## src/rtl/synth_pkg.sv

```systemverilog
// rtl/synth_pkg.sv - shared synth datapath types and operand widths
package synth_pkg;

    localparam int MULT_WIDTH     = 16;
    localparam int MULT_FRAC_BITS = 8;

    typedef enum logic [1:0] {
        IDLE   = 2'd0,
        CALC   = 2'd1,
        FINISH = 2'd2
    } mult_state_t;

endpackage

```

## src/rtl/sequential_multiplier.sv

```systemverilog
// rtl/sequential_multiplier.sv - shift-add fractional multiplier, product = (multiplicand*scale) >> FRAC_BITS
module sequential_multiplier
    import synth_pkg::*;
#(
    parameter int WIDTH     = MULT_WIDTH,
    parameter int FRAC_BITS = MULT_FRAC_BITS
) (
    input  logic                 clk,
    input  logic                 nrst,
    input  logic                 en,
    input  logic [WIDTH-1:0]     multiplicand,
    input  logic [FRAC_BITS-1:0] scale,
    output logic [WIDTH-1:0]     product,
    output logic                 busy,
    output logic                 done
);

    localparam int ACC_W = WIDTH + FRAC_BITS;
    localparam int CNT_W = $clog2(FRAC_BITS);
    localparam logic [CNT_W-1:0] LAST_ITER = CNT_W'(FRAC_BITS - 1);

    mult_state_t          r_state;
    mult_state_t          w_state_next;
    logic [ACC_W-1:0]     r_acc;
    logic [ACC_W-1:0]     w_addend;
    logic [ACC_W-1:0]     w_acc_next;
    logic [CNT_W-1:0]     r_cnt;
    logic [WIDTH-1:0]     r_mcand;
    logic [FRAC_BITS-1:0] r_scale;
    logic [WIDTH-1:0]     r_product;
    logic                 r_busy;
    logic                 r_done;

    always_comb begin
        w_state_next = r_state;
        w_addend     = '0;
        w_acc_next   = r_acc;
        case (r_state)
            IDLE: begin
                if (en) w_state_next = CALC;
            end
            CALC: begin
                // LSB-first: bit i of scale contributes multiplicand << i
                if (r_scale[r_cnt]) w_addend = ACC_W'(r_mcand) << r_cnt;
                w_acc_next = r_acc + w_addend;
                if (r_cnt == LAST_ITER) w_state_next = FINISH;
            end
            FINISH: begin
                w_state_next = IDLE;
            end
            default: begin
                w_state_next = IDLE;
            end
        endcase
    end

    always_ff @(posedge clk) begin
        if (!nrst) begin
            r_state   <= IDLE;
            r_acc     <= '0;
            r_cnt     <= '0;
            r_mcand   <= '0;
            r_scale   <= '0;
            r_product <= '0;
            r_busy    <= 1'b0;
            r_done    <= 1'b0;
        end else begin
            r_state <= w_state_next;
            r_done  <= 1'b0;
            case (r_state)
                IDLE: begin
                    if (en) begin
                        r_mcand <= multiplicand;
                        r_scale <= scale;
                        r_acc   <= '0;
                        r_cnt   <= '0;
                        r_busy  <= 1'b1;
                    end
                end
                CALC: begin
                    r_acc <= w_acc_next;
                    r_cnt <= r_cnt + 1'b1;
                end
                FINISH: begin
                    r_product <= r_acc[ACC_W-1:FRAC_BITS];
                    r_done    <= 1'b1;
                    r_busy    <= 1'b0;
                end
                default: begin
                end
            endcase
        end
    end

    assign product = r_product;
    assign busy    = r_busy;
    assign done    = r_done;

endmodule
```

## config.mk

```make
export PLATFORM = sky130hd
export DESIGN_NAME = sequential_multiplier
export DESIGN_NICKNAME = d
export VERILOG_FILES = /design/src/rtl/synth_pkg.sv /design/src/rtl/sequential_multiplier.sv
export SDC_FILE = /design/constraint.sdc
export NUM_CORES = 1
export LEC_CHECK = 0
export CAP_MARGIN = 20
export CELL_PAD_IN_SITES_DETAIL_PLACEMENT = 1
export CELL_PAD_IN_SITES_GLOBAL_PLACEMENT = 2
export CORE_MARGIN = 4
export CORE_UTILIZATION = 36
export CTS_CLUSTER_SIZE = 25
export DETAILED_ROUTE_END_ITERATION = 12
export PLACE_DENSITY_LB_ADDON = 0.1
export SYNTH_ARGS = -nofsm -noshare
export SYNTH_HDL_FRONTEND = slang
export SYNTH_SLANG_ARGS = --single-unit
```

## constraint.sdc

```tcl
create_clock -name clk -period 8.1 [get_ports clk]
set_clock_uncertainty 0.1 [all_clocks]
set_input_delay 2.43 -clock clk [delete_from_list [all_inputs] [get_ports clk]]
set_output_delay 2.43 -clock clk [all_outputs]
set_load 0.02 [all_outputs]
```

==> flow_metrics.env <==
export IMPL_status="completed"
export IMPL_synth_edf_count=0
export IMPL_netlist_area_um2=4230
export IMPL_antenna_cells=0
export IMPL_multi_input_area_um2=2640
export IMPL_syn_inst=530
export IMPL_ys_ff_latch=71
export IMPL_crit_family="buffers and inverters"
export IMPL_vias=3809
export IMPL_grt_overflow=0
export IMPL_max_cap_violations=0
export IMPL_timing_final_ws_setup_ns=3.72
export IMPL_cts_hold_repair_buffers=0
export IMPL_final_setup_viol_count=0
export IMPL_cts_buffers=9
export IMPL_firstDrtPassIters=4
export IMPL_cts_resized=0
export IMPL_p_int_uw=675
export IMPL_cpMaxStageDelayCell="inv_1"
export IMPL_chipWidth_um=116
export IMPL_crit_fanout=29
export IMPL_drc=0
export IMPL_synthArstFlopShare_pct=0
export IMPL_cts_tree="built"
export IMPL_cp_required_ns=8.23
export IMPL_die_area_um2=13500
export IMPL_grt_pass1_wl_um=19300
export IMPL_utilization_pct=44.3
export IMPL_fin_cells=706
export IMPL_p_switching_uw=214
export IMPL_layout_common_cells="nand2_1 (104), dfxtp_1 (71), a21oi_1 (63)"
export IMPL_gp_congestion=0.854
export IMPL_syn_area_per_cell_um2=7.98
export IMPL_final_common_cell="nand2_1"
export IMPL_crit_end="product[7]"
export IMPL_cp_cell_sequence="clkdlybuf4s50_1 > inv_1 > a21oi_1 > buf_4 > a22o_1"
export IMPL_cts_setup_buffers=0
export IMPL_final_hold_viol_count=0
export IMPL_tightest_slew_ns=0.998
export IMPL_area_delta_synth_final_pct=20.1
export IMPL_cp_startpoint="nrst"
export IMPL_powerDensity_nw_per_um2=175
export IMPL_grt_max_degree=34
export IMPL_fillers=1392
export IMPL_period_minus_slack_ns=4.38
export IMPL_regToRegSetupSlack_ns=3.78
export IMPL_rsz0062_at_grt="false"
export IMPL_rr_startpoint="r_cnt[2]"
export IMPL_drtAntennaViolNets=0
export IMPL_grt_use_total_pct=18.1
export IMPL_yosysSeqAreaShare_pct=33.6
export IMPL_slowest_delay_ns=0.84
export IMPL_pre_cts_slack_ns=3.36
export IMPL_crit_cells=5
export IMPL_row_count=39
export IMPL_drive_gt1_share_pct=6.93
export IMPL_synth_ff_type="dfxtp_1"
export IMPL_wl_um=11200
export IMPL_pin_count=45
export IMPL_path_class="primary input to register"
export IMPL_clk_latency_ns=0.34
export IMPL_fin_tns_setup_ns=0
export IMPL_first_iter_violations=166
export IMPL_rr_worst_depth=12
export IMPL_hold_ws_ns=0.354
export IMPL_maxSlewHeadroom_pct=33.4
export IMPL_start_util_pct=36.9
export IMPL_clkSlewWorstSetupHoldPaths_ns=0.06
export IMPL_cellLeakagePower_nw=1.98
export IMPL_critPathBufInv=3
export IMPL_regArea_um2=1420
export IMPL_p_seq_share_pct=41.2
export IMPL_sw_frac_of_total_pct=24.1
export IMPL_worstSetupEndpointType="register"
export IMPL_cp_start_kind="primary input"
export IMPL_ys_warn_count=0
export IMPL_antenna_found_initial=0
export IMPL_vdd_ir_drop_worst_mv=0.171
export IMPL_clockBufferDepth=2
export IMPL_finalCritPeriodShare_pct=54.0
export IMPL_comb_power_share_pct=10.8
export IMPL_first_global_vias=3931
export IMPL_p_clk_share_pct=48.0
export IMPL_worstPathArrival_ns=4.51
export IMPL_slew_viol_final=0
export IMPL_place_hpwl_um=8530
export IMPL_io_buffers=44
export IMPL_cts_sink_count=71
export IMPL_core_um2=11500
export IMPL_wl_per_cell_um=15.9
export IMPL_die_height_um=116
export IMPL_timing_fmax_mhz=229
export IMPL_finalNetCount=611
export IMPL_h_tree_depth=3
export IMPL_syn_nets=583
export IMPL_vias_per_cell=5.40
export IMPL_r2r_end="r_acc[23]"
export IMPL_root_buffer="clkbuf_16"
export IMPL_dp_cells=689
export IMPL_ys_types=54
export IMPL_hold_class="register to register"
per-layer routing:
metal,share of wire [%],vias up,track usage [%]
met5,0,-,0
met4,1.6,0,6.34
met3,3.1,14,4.72
met2,47,48,29.8
met1,48,1813,23.0
li1,-,1934,-
stage by stage:
stage | power, mW | area [um^2]
2_1_floorplan | 0.437 | 4230
3_3_place_gp | 0.468 | 4750
3_5_place_dp | 0.471 | 4750
4_1_cts | 0.902 | 5070
5_1_grt | 0.936 | 5080
6_report | 0.890 | 5080
cells in the mapped netlist (7+ instances only):
library cell	n	area share (%)
a21o_1	7	1.2
inv_1	8	0.71
xnor2_1	8	1.7
mux2i_1	14	3.3
nor2_1	39	3.5
a22o_1	16	3.3
a211oi_1	7	1.2
xor2_1	10	2.1
nand2_1	104	9.2
nand3_1	14	1.7
o21ai_0	8	0.95
ha_1	25	7.4
dfxtp_1	71	34
clkbuf_1	24	2.1
a21oi_1	63	7.5
o21ai_1	21	2.5
power groups by stage:
stage	logic (mW)	registers [mW]	clock network, mW
global placement	0.0947	0.373	0
floorplan	0.0654	0.372	0
finish	0.0962	0.366	0.427
global route	0.109	0.367	0.460
CTS	0.0973	0.366	0.439
detailed placement	0.0967	0.374	0
cell families after synthesis:
group	count (synthesis)	share of synthesized area, %
adder cells (fa/ha/maj)	26	7.87
XOR/XNOR	18	3.73
multiplexers	24	7.04
buffers and inverters	41	3.93
flip-flops	71	33.6
AO/OA/AOI/OAI	163	25.1
AND/OR/NAND/NOR	187	18.7
how the worst min path moves through the flow:
| stage | endpoint | slack, ns | depth (start not counted) | startpoint |
|---|---|---|---|---|
| 4_1_cts | r_scale[4] | 0.36 | 2 | r_scale[4] |
| 6_report | r_scale[4] | 0.35 | 2 | r_scale[4] |
| 3_3_place_gp | r_scale[0] | 0.34 | 2 | r_scale[0] |
| 3_5_place_dp | r_scale[4] | 0.35 | 2 | r_scale[4] |
| 5_1_grt | r_scale[4] | 0.38 | 2 | r_scale[4] |
| 2_1_floorplan | r_acc[7] | 0.33 | 2 | r_acc[7] |
worst register-to-register path, stage by stage (launching register included):
cell and delay [ns]:
dfxtp_1 0.81, inv_1 0.40, nand2_1 0.29, and2_1 0.50, a21oi_1 0.14, ha_1 0.37, a21oi_1 0.32, o21a_1 0.19
o21ai_1 0.06, a41oi_1 0.48, o41ai_2 0.19, o21ai_1 0.21, mux2i_1 0.20
cell type report:
class	instances	area share, %
tap	143	3.52
inverter	8	0.591
multi-input combinational	418	52.0
timing repair buffer	50	9.55
clock buffer	10	4.70
sequential	71	28.0
clock inverter	6	1.65
registers in the layout, summed over array words and instances (netlist names):
name / flops
r_mcand: 16
busy: 1
r_cnt: 3
done: 1
product: 16
r_state: 2
r_acc: 24
r_scale: 8
No activity file was read; power rests on OpenSTA's default activity.
